===== src/rtl/multicycle_control_fsm.sv =====
// Main sequencer of the multicycle MIPS core: fetch/decode/execute/memory/write-back.
// Optional retired-instruction counter built only when PERF_COUNTER_EN is defined.
module multicycle_control_fsm (
   input  logic        clk,
   input  logic        reset,
   input  logic [5:0]  opcode,
   input  logic        flag_R_type,
   input  logic        flag_I_type,
   input  logic        flag_lw,
   input  logic        flag_sw,
   input  logic        destination_indicator,
   input  logic [3:0]  ALUControl_in,
   input  logic [1:0]  mux4selector,
   input  logic        zero,
   input  logic        mem_ready,
   output logic        IorD,
   output logic        MemWrite,
   output logic        IRWrite,
   output logic        RegWrite,
   output logic        PCWrite,
   output logic        RegDst,
   output logic        MemtoReg,
   output logic        ALUSrcA,
   output logic [1:0]  ALUSrcB,
   output logic [3:0]  ALUControl,
   output logic [1:0]  PCSrc,
   output logic [3:0]  state,
   output logic        instr_done,
   output logic        illegal_op,
   output logic [31:0] retired_count
);

   typedef enum logic [3:0] {
      S_FETCH  = 4'd0,
      S_DECODE = 4'd1,
      S_MEMADR = 4'd2,
      S_MEMRD  = 4'd3,
      S_MEMWB  = 4'd4,
      S_MEMWR  = 4'd5,
      S_EXEC_R = 4'd6,
      S_ALUWB  = 4'd7,
      S_EXEC_I = 4'd8,
      S_BRANCH = 4'd9,
      S_JUMP   = 4'd10
   } state_t;

   localparam logic [5:0] OP_J    = 6'h02;
   localparam logic [5:0] OP_BEQ  = 6'h04;
   localparam logic [5:0] OP_BNE  = 6'h05;
   localparam logic [5:0] OP_ADDI = 6'h08;
   localparam logic [5:0] OP_ANDI = 6'h0C;
   localparam logic [3:0] ALU_ADD = 4'd2;

   state_t cur;
   state_t dec_next;
   logic   dec_illegal;

   // The decoder's type flag is informational here; opcodes select EXEC_I directly.
   logic unused_inputs;
   assign unused_inputs = flag_I_type;

   // NOTE: every variable assigned in always_comb gets a default first, so no latch is inferred.
   always_comb begin
      dec_next    = S_FETCH;
      dec_illegal = 1'b0;
      if (flag_R_type)
         dec_next = S_EXEC_R;
      else if (flag_lw || flag_sw)
         dec_next = S_MEMADR;
      else if (opcode == OP_ADDI || opcode == OP_ANDI)
         dec_next = S_EXEC_I;
      else if (opcode == OP_BEQ || opcode == OP_BNE)
         dec_next = S_BRANCH;
      else if (opcode == OP_J)
         dec_next = S_JUMP;
      else
         dec_illegal = 1'b1;
   end

   // NOTE: state registers use non-blocking assignments so every flop samples pre-edge values.
   always_ff @(posedge clk) begin
      if (reset) begin
         cur <= S_FETCH;
      end else begin
         case (cur)
            S_FETCH:            if (mem_ready) cur <= S_DECODE;
            S_DECODE:           cur <= dec_next;
            S_MEMADR:           cur <= flag_lw ? S_MEMRD : S_MEMWR;
            S_MEMRD:            if (mem_ready) cur <= S_MEMWB;
            S_MEMWR:            if (mem_ready) cur <= S_FETCH;
            S_EXEC_R, S_EXEC_I: cur <= S_ALUWB;
            default:            cur <= S_FETCH;
         endcase
      end
   end

   assign state = cur;

   always_comb begin
      IorD       = 1'b0;
      MemWrite   = 1'b0;
      IRWrite    = 1'b0;
      RegWrite   = 1'b0;
      PCWrite    = 1'b0;
      RegDst     = 1'b0;
      MemtoReg   = 1'b0;
      ALUSrcA    = 1'b0;
      ALUSrcB    = 2'd0;
      ALUControl = 4'd0;
      PCSrc      = 2'd0;
      instr_done = 1'b0;
      illegal_op = 1'b0;
      case (cur)
         S_FETCH: begin
            ALUSrcB    = 2'd1;
            ALUControl = ALU_ADD;
            IRWrite    = mem_ready;
            PCWrite    = mem_ready;
         end
         S_DECODE: begin
            ALUSrcB    = 2'd3;
            ALUControl = ALU_ADD;
            illegal_op = dec_illegal;
            instr_done = dec_illegal;
         end
         S_EXEC_R, S_EXEC_I: begin
            ALUSrcA    = 1'b1;
            ALUSrcB    = mux4selector;
            ALUControl = ALUControl_in;
         end
         S_ALUWB: begin
            RegWrite   = 1'b1;
            RegDst     = destination_indicator;
            instr_done = 1'b1;
         end
         S_MEMADR: begin
            ALUSrcA    = 1'b1;
            ALUSrcB    = 2'd2;
            ALUControl = ALU_ADD;
         end
         S_MEMRD: IorD = 1'b1;
         S_MEMWB: begin
            RegWrite   = 1'b1;
            MemtoReg   = 1'b1;
            instr_done = 1'b1;
         end
         S_MEMWR: begin
            IorD       = 1'b1;
            MemWrite   = 1'b1;
            instr_done = mem_ready;
         end
         S_BRANCH: begin
            ALUSrcA    = 1'b1;
            ALUControl = ALUControl_in;
            PCSrc      = 2'd1;
            instr_done = 1'b1;
            PCWrite    = (opcode == OP_BEQ) ? zero : (opcode == OP_BNE) ? ~zero : 1'b0;
         end
         S_JUMP: begin
            PCSrc      = 2'd2;
            PCWrite    = 1'b1;
            instr_done = 1'b1;
         end
         default: ;
      endcase
      // Reset aborts the instruction in flight: nothing may commit on the reset edge.
      if (reset) begin
         MemWrite   = 1'b0;
         IRWrite    = 1'b0;
         RegWrite   = 1'b0;
         PCWrite    = 1'b0;
         instr_done = 1'b0;
         illegal_op = 1'b0;
      end
   end

`ifdef PERF_COUNTER_EN
   logic [31:0] count_q;

   always_ff @(posedge clk) begin
      if (reset)
         count_q <= 32'd0;
      else if (instr_done)
         count_q <= count_q + 32'd1;
   end

   assign retired_count = count_q;
`else
   assign retired_count = 32'd0;
`endif

endmodule


===== config.mk =====
export PLATFORM = sky130hd
export DESIGN_NAME = multicycle_control_fsm
export DESIGN_NICKNAME = d
export VERILOG_FILES = /design/src/rtl/multicycle_control_fsm.sv
export SDC_FILE = /design/constraint.sdc
export NUM_CORES = 1
export LEC_CHECK = 0
export ABC_AREA = 0
export ABC_CLOCK_PERIOD_IN_PS = 2820
export CORE_MARGIN = 8
export CORE_UTILIZATION = 26
export DETAILED_ROUTE_END_ITERATION = 8
export PLACE_DENSITY = 0.66
export REMOVE_ABC_BUFFERS = 1
export SLEW_MARGIN = 20
export SYNTH_ARGS = -nofsm -noshare
export SYNTH_HDL_FRONTEND = slang
export SYNTH_SLANG_ARGS = --single-unit
export TNS_END_PERCENT = 20

===== constraint.sdc =====
create_clock -name clk -period 2.82 [get_ports clk]
set_input_delay 0.282 -clock clk [delete_from_list [all_inputs] [get_ports clk]]
set_output_delay 0.282 -clock clk [all_outputs]
set_load 0.02 [all_outputs]

==> metrics.yaml, run 1 <==
grt_pass1_vias: 957
antenna_cells: 0
wire_per_inst_um: 12.5
synth_area_um2: 921
synth_seq_area_share_pct: 8.70
cts_tree: "built"
final_nets: 194
vdd_drop_max_v: 0.000158
hold_class: "register to register"
relSlewSlack_pct: 62.3
fmax_mhz: 389
largest_reg_flops: 4
insertion_delay_ps: 230
post-dp-hpwl_um: 2320
fp.dieW_um: 75.5
drc: 0
crit_slowest_cell: "clkdlybuf4s50_1"
rsz0062_at_grt: "false"
grt_remaining_overflow: 0
maxCapViolations: 0
crit_chain: "clkdlybuf4s50_1 > nand2b_1 > nor4_1 > a32oi_1 > nor4_2 > clkdlybuf4s50_1"
die-area_um2: 5700
path_clk_slew_ps: 40
rr_startpoint: "state[1]$_SDFFE_PP0P_"
dr.pass1.iters: 4
synth_flop_cell: "dfxtp_1"
crit_cells: 6
multi_input_area_um2: 649
yosys-top-cells-count: "buf_4 (32), nand2_1 (10), nor2_1 (10)"
worstMarginPinSlew_ps: 564
cpPeakStageDelay_ps: 640
netlist_instances: 129
areaGrowthSynthToFinish_pct: 38.6
grt_max_degree: 14
cts_max_level: 1
drive_gt1_share_pct: 11.1
wl_um: 2720
viasPerCell: 4.28
num_rows: 21
detail_route.iter0.violations: 53
num_vias: 928
ys_ff_latch: 4
synth_edf_count: 0
finalClockSkew_ps: 0.379
avgSynthCellArea_um2: 7.14
gr-usage-all-layers_pct: 9.51
nFillCells: 386
yosys_warnings: 0
io_buffers: 41
timing.setup.tns_ps: 0
ant_nets: 0
leakagePower_uw: 0.000518
hold_viol_final: 0
ys_types: 43
ys_async_sr_fraction_pct: 0
path_max_fanout: 3
status: "finished, final reports clean"
drv_slew: 0
clk_root_buffer_cell: "clkbuf_4"
critPathTopFamily: "buffers and inverters"
die_h_um: 75.5
cts-resized-gates: 0
synthTopCellsByArea: "buf_4 (26%), dfxtp_1 (8.7%), o21ai_0 (4.3%), nand2_1 (4.1%), nor2_1 (4.1%)"
antenna_found_initial: 0
cp-endpoint: "PCWrite"
post_cts_buffers: 0
regToRegEndpoint: "state[0]$_SDFFE_PP0P_"
clock_path_buffers: 2
gp_congestion: 0.795
core_area_um2: 3360
crit_start: "opcode[3]"
cts_made_buffers: 3
critPathBufInv: 2
arrival_ps: 2290
crit_path_end_kind: "output port"
place_inst: 214
cts_hold_buf: 0
r2r_slack_ps: 1130
design.portCount: 75
final_cells: 217
start_kind: "input pin"
critPathKind: "input pin to output port"
clock_sinks: 4
start_util_pct: 27.4
regArea_um2: 80.1
grt_pass1_wl_um: 4240
post-synth-top-area-cell: "buf_4"
dpl_cell_area_um2: 1250
path_common_cell: "clkdlybuf4s50_1"
synth_top_area_share_pct: 26.1
rr_worst_depth: 5
finalSetupViolations: 0
final.min_clock_period_ps: 2570
yosysMostFrequentCell: "buf_4"
critical_path_required_ps: 2540
power_density_nw_per_um2: 348
fin_crit_sh_pct: 91.2
fin_area_um2: 1280
power breakdown:
part	switching [uW]	internal, uW	total [uW]
combinational	155	134	289
sequential	21.8	63.0	84.8
clock	22.4	47.5	69.9
total	199	245	444
layer usage:
layer | GRT usage, % | wire length, um | up-vias
met2 | 14.3 | 1170 | 55
met3 | 4.47 | 341 | 2
met1 | 11.6 | 1180 | 400
met5 | 0 | 0 | -
met4 | 3.20 | 26 | 0
li1 | - | - | 471
worst min-delay path: stages (launching register included):
cell and delay [ps]:
dfxtp_1 400, nor4b_4 190, nand2_1 70, nor3b_1 50
placed cells by master, fill, tap and decap left out, types with 2 or more instances in the layout:
cell,synthesis,final
clkbuf_4,0,3
nand2b_1,4,4
and3_1,3,3
a22o_1,2,2
clkdlybuf4s50_1,0,41
nor2b_1,3,3
o21ai_0,8,8
dfxtp_1,4,4
buf_4,32,6
o22a_1,2,2
nor3b_1,2,2
a31oi_1,4,4
nor3_1,5,5
o21a_1,2,2
a21oi_1,4,4
inv_1,3,3
nand3_1,2,2
conb_1,1,32
nor2_1,10,10
nand2_1,10,10
worst min path at each step:
stage / startpoint / end / slack, ps / cells after the start
CTS: state[0]$_SDFFE_PP0P_ / state[3]$_SDFFE_PP0P_ / 750 / 3
floorplan: reset / state[1]$_SDFFE_PP0P_ / 350 / 1
finish: state[0]$_SDFFE_PP0P_ / state[3]$_SDFFE_PP0P_ / 760 / 3
global placement: state[0]$_SDFFE_PP0P_ / state[3]$_SDFFE_PP0P_ / 760 / 3
global route: state[0]$_SDFFE_PP0P_ / state[3]$_SDFFE_PP0P_ / 830 / 3
detailed placement: state[0]$_SDFFE_PP0P_ / state[3]$_SDFFE_PP0P_ / 750 / 3
layout make-up:
type	count	area share (%)
clock buffers	3	1.76
inverters	3	0.882
multi-input cells	114	50.9
flip-flops and latches	4	6.27
well taps	46	4.51
repair buffers	47	35.7
kinds of logic after synthesis:
group	count (synthesis)	share of synthesized area, %
other	1	0.407
buffers and inverters	42	33.4
and+or+nand+nor	50	32.7
AOI/OAI and AO/OA	29	21.1
DFF	4	8.70
xor gates and xnor gates	3	3.67
per-stage QoR:
step | power [uW] | worst slack, ps | util, % | hold slack (ps)
floorplan | 256 | 390 | - | 351
global placement | 373 | 298 | 37.3 | 759
detailed placement | 373 | 257 | 37.3 | 745
CTS | 448 | 234 | 37.9 | 751
global route | 485 | 76.6 | 37.9 | 827
finish | 444 | 248 | 37.9 | 761
Note: power is estimated with default switching activity, not from simulation.
==> inputs of run 2 (changes only) <==
--- a/config.mk
+++ b/config.mk
@@ -7,12 +7,13 @@
 export LEC_CHECK = 0
 export ABC_AREA = 0
 export ABC_CLOCK_PERIOD_IN_PS = 2820
+export CAP_MARGIN = 20
 export CORE_MARGIN = 8
 export CORE_UTILIZATION = 26
 export DETAILED_ROUTE_END_ITERATION = 8
 export PLACE_DENSITY = 0.66
 export REMOVE_ABC_BUFFERS = 1
-export SLEW_MARGIN = 20
+export SLEW_MARGIN = 40
 export SYNTH_ARGS = -nofsm -noshare
 export SYNTH_HDL_FRONTEND = slang
 export SYNTH_SLANG_ARGS = --single-unit
==> results of run 2 <==
Final layout, timing and power as in run 1 (identical DEF).
==> inputs of run 3 (changes only) <==
--- a/config.mk
+++ b/config.mk
@@ -8,7 +8,7 @@
 export ABC_AREA = 0
 export ABC_CLOCK_PERIOD_IN_PS = 2820
 export CAP_MARGIN = 20
-export CORE_MARGIN = 8
+export CORE_MARGIN = 3
 export CORE_UTILIZATION = 26
 export DETAILED_ROUTE_END_ITERATION = 8
 export PLACE_DENSITY = 0.66
==> run 3 against run 2 <==
Net effect:
- global-route usage is 1.4 points higher
- sequential power is 8.8% lower
- critical path depth is 1 lower
- critical path type is now register to output port
- fmax is 2.2% higher
- highest routed layer is now met3
- worst hold slack worse by 120 ps
- first-iteration DRC count is 58% lower
- die area is 25% lower
- count of clock-buffer cells in the layout stayed put
- sequential share of layout area hardly changed
- via count is 2.2% lower
- core utilization is 1.8 points higher
- design area is 0.20% lower
==> metrics.yaml, run 3 (synthesized netlist as in run 1, its figures left out) <==
antenna_found_initial: 0
met3_usage_pct: 2.39
wl_um: 2380
drive_gt1_share_pct: 11.1
viasPerCell: 4.22
use_met2_pct: 17.8
areaGrowthSynthToFinish_pct: 38.3
rsz0062_at_grt: "false"
grt_util_met1_pct: 14.4
relSlewSlack_pct: 63.6
hold_class: "register to register"
crit_start: "state[1]$_SDFFE_PP0P_"
grt_pass1_vias: 820
worstMarginPinSlew_ps: 545
drc: 0
leakagePower_uw: 0.000519
grt_most_used_layer: "met2"
power_density_nw_per_um2: 345
final_nets: 194
path_clk_slew_ps: 40
hold_viol_final: 0
die_h_um: 65.5
layout_common_cells: "clkdlybuf4s50_1 (41), conb_1 (32), nand2_1 (10), nor2_1 (10), o21ai_0 (8)"
fp.dieW_um: 65.5
num_vias: 908
wire_per_inst_um: 11.1
fin_crit_sh_pct: 89.3
start_kind: "register"
cts_made_buffers: 3
clock_sinks: 4
drv_slew: 0
path_max_fanout: 14
start_util_pct: 28.7
crit_slowest_cell: "clkdlybuf4s50_1"
cts_hold_buf: 0
ant_nets: 0
timing.setup.tns_ps: 0
status: "finished, final reports clean"
critPathTopFamily: "simple AND/OR/NAND/NOR gates"
gr-usage-all-layers_pct: 10.9
cts_max_level: 1
clk_root_buffer_cell: "clkbuf_4"
antenna_cells: 0
gp_congestion: 0.760
clock_path_buffers: 2
dr.pass1.iters: 4
whs_ps: 638
vdd_drop_max_v: 0.000153
critical_path_required_ps: 2540
fmax_mhz: 397
grt_max_degree: 15
grt_pass1_wl_um: 3820
finalSetupViolations: 0
min_from: "state[2]$_SDFFE_PP0P_"
crit_chain: "nor4b_4 > nand2_1 > or2_1 > o22ai_1 > clkdlybuf4s50_1"
cpPeakStageDelay_ps: 630
final.min_clock_period_ps: 2520
final_common_cell: "clkdlybuf4s50_1"
io_buffers: 41
nFillCells: 367
rr_startpoint: "state[1]$_SDFFE_PP0P_"
num_rows: 20
maxCapViolations: 0
arrival_ps: 2240
grt_remaining_overflow: 0
detail_route.iter0.violations: 22
cts-resized-gates: 0
insertion_delay_ps: 230
post_cts_buffers: 0
cts_tree: "built"
core_area_um2: 3200
crit_path_end_kind: "output port"
die-area_um2: 4290
finalClockSkew_ps: 0.496
critPathKind: "register to output port"
largest_reg_flops: 4
design.portCount: 75
critPathBufInv: 1
post-dp-hpwl_um: 1950
[run 3: cell counts in the layout (fill, tap and decap cells not counted)]
No cell type changed its count.
[run 3: report_power, final]
part	total [uW]	switching, uW	internal (uW)
logic	293	160	133
registers	77.3	14.2	63.1
clock network	68.6	21.1	47.5
total	439	196	243
[run 3: final timing paths]
check / end / slack [ps] / cells after the start
worst max-delay path: instr_done / 300 / 5
worst min-delay path: state[3]$_SDFFE_PP0P_ / 640 / 3
worst max register to register: state[2]$_SDFFE_PP0P_ / 1300 / 4
worst min register to register: state[3]$_SDFFE_PP0P_ / 640 / 3
[run 3: area by class of cell]
class | instances | area [um^2] | area share, %
Inverter | 3 | 11.3 | 0.884
Multi-Input combinational cell | 114 | 649 | 51.0
Timing Repair Buffer | 47 | 455 | 35.8
Clock buffer | 3 | 22.5 | 1.77
Tap cell | 44 | 55.1 | 4.32
Sequential cell | 4 | 80.1 | 6.29
[run 3: worst min-delay path, delay by kind of cell (launching register included)]
kind             cells  cell delay, ps
and+or+nand+nor      3             200
DFF                  1             390
[run 3: routing by layer]
| layer | part of all wire (%) | vias up |
|---|---|---|
| li1 | - | 463 |
| met1 | 42 | 400 |
| met2 | 47 | 45 |
| met3 | 11 | 0 |
| met4 | 0 | 0 |
| met5 | 0 | - |
[run 3: metrics by stage]
step	cells	setup slack (ps)	cell area (um^2)	total power [uW]	util, %
3_3_place_gp	212	331	1250	370	39.1
4_1_cts	215	285	1270	442	39.8
6_report	215	303	1270	439	39.8
2_1_floorplan	121	390	741	256	-
5_1_grt	215	64.1	1270	473	39.8
3_5_place_dp	212	330	1250	369	39.1
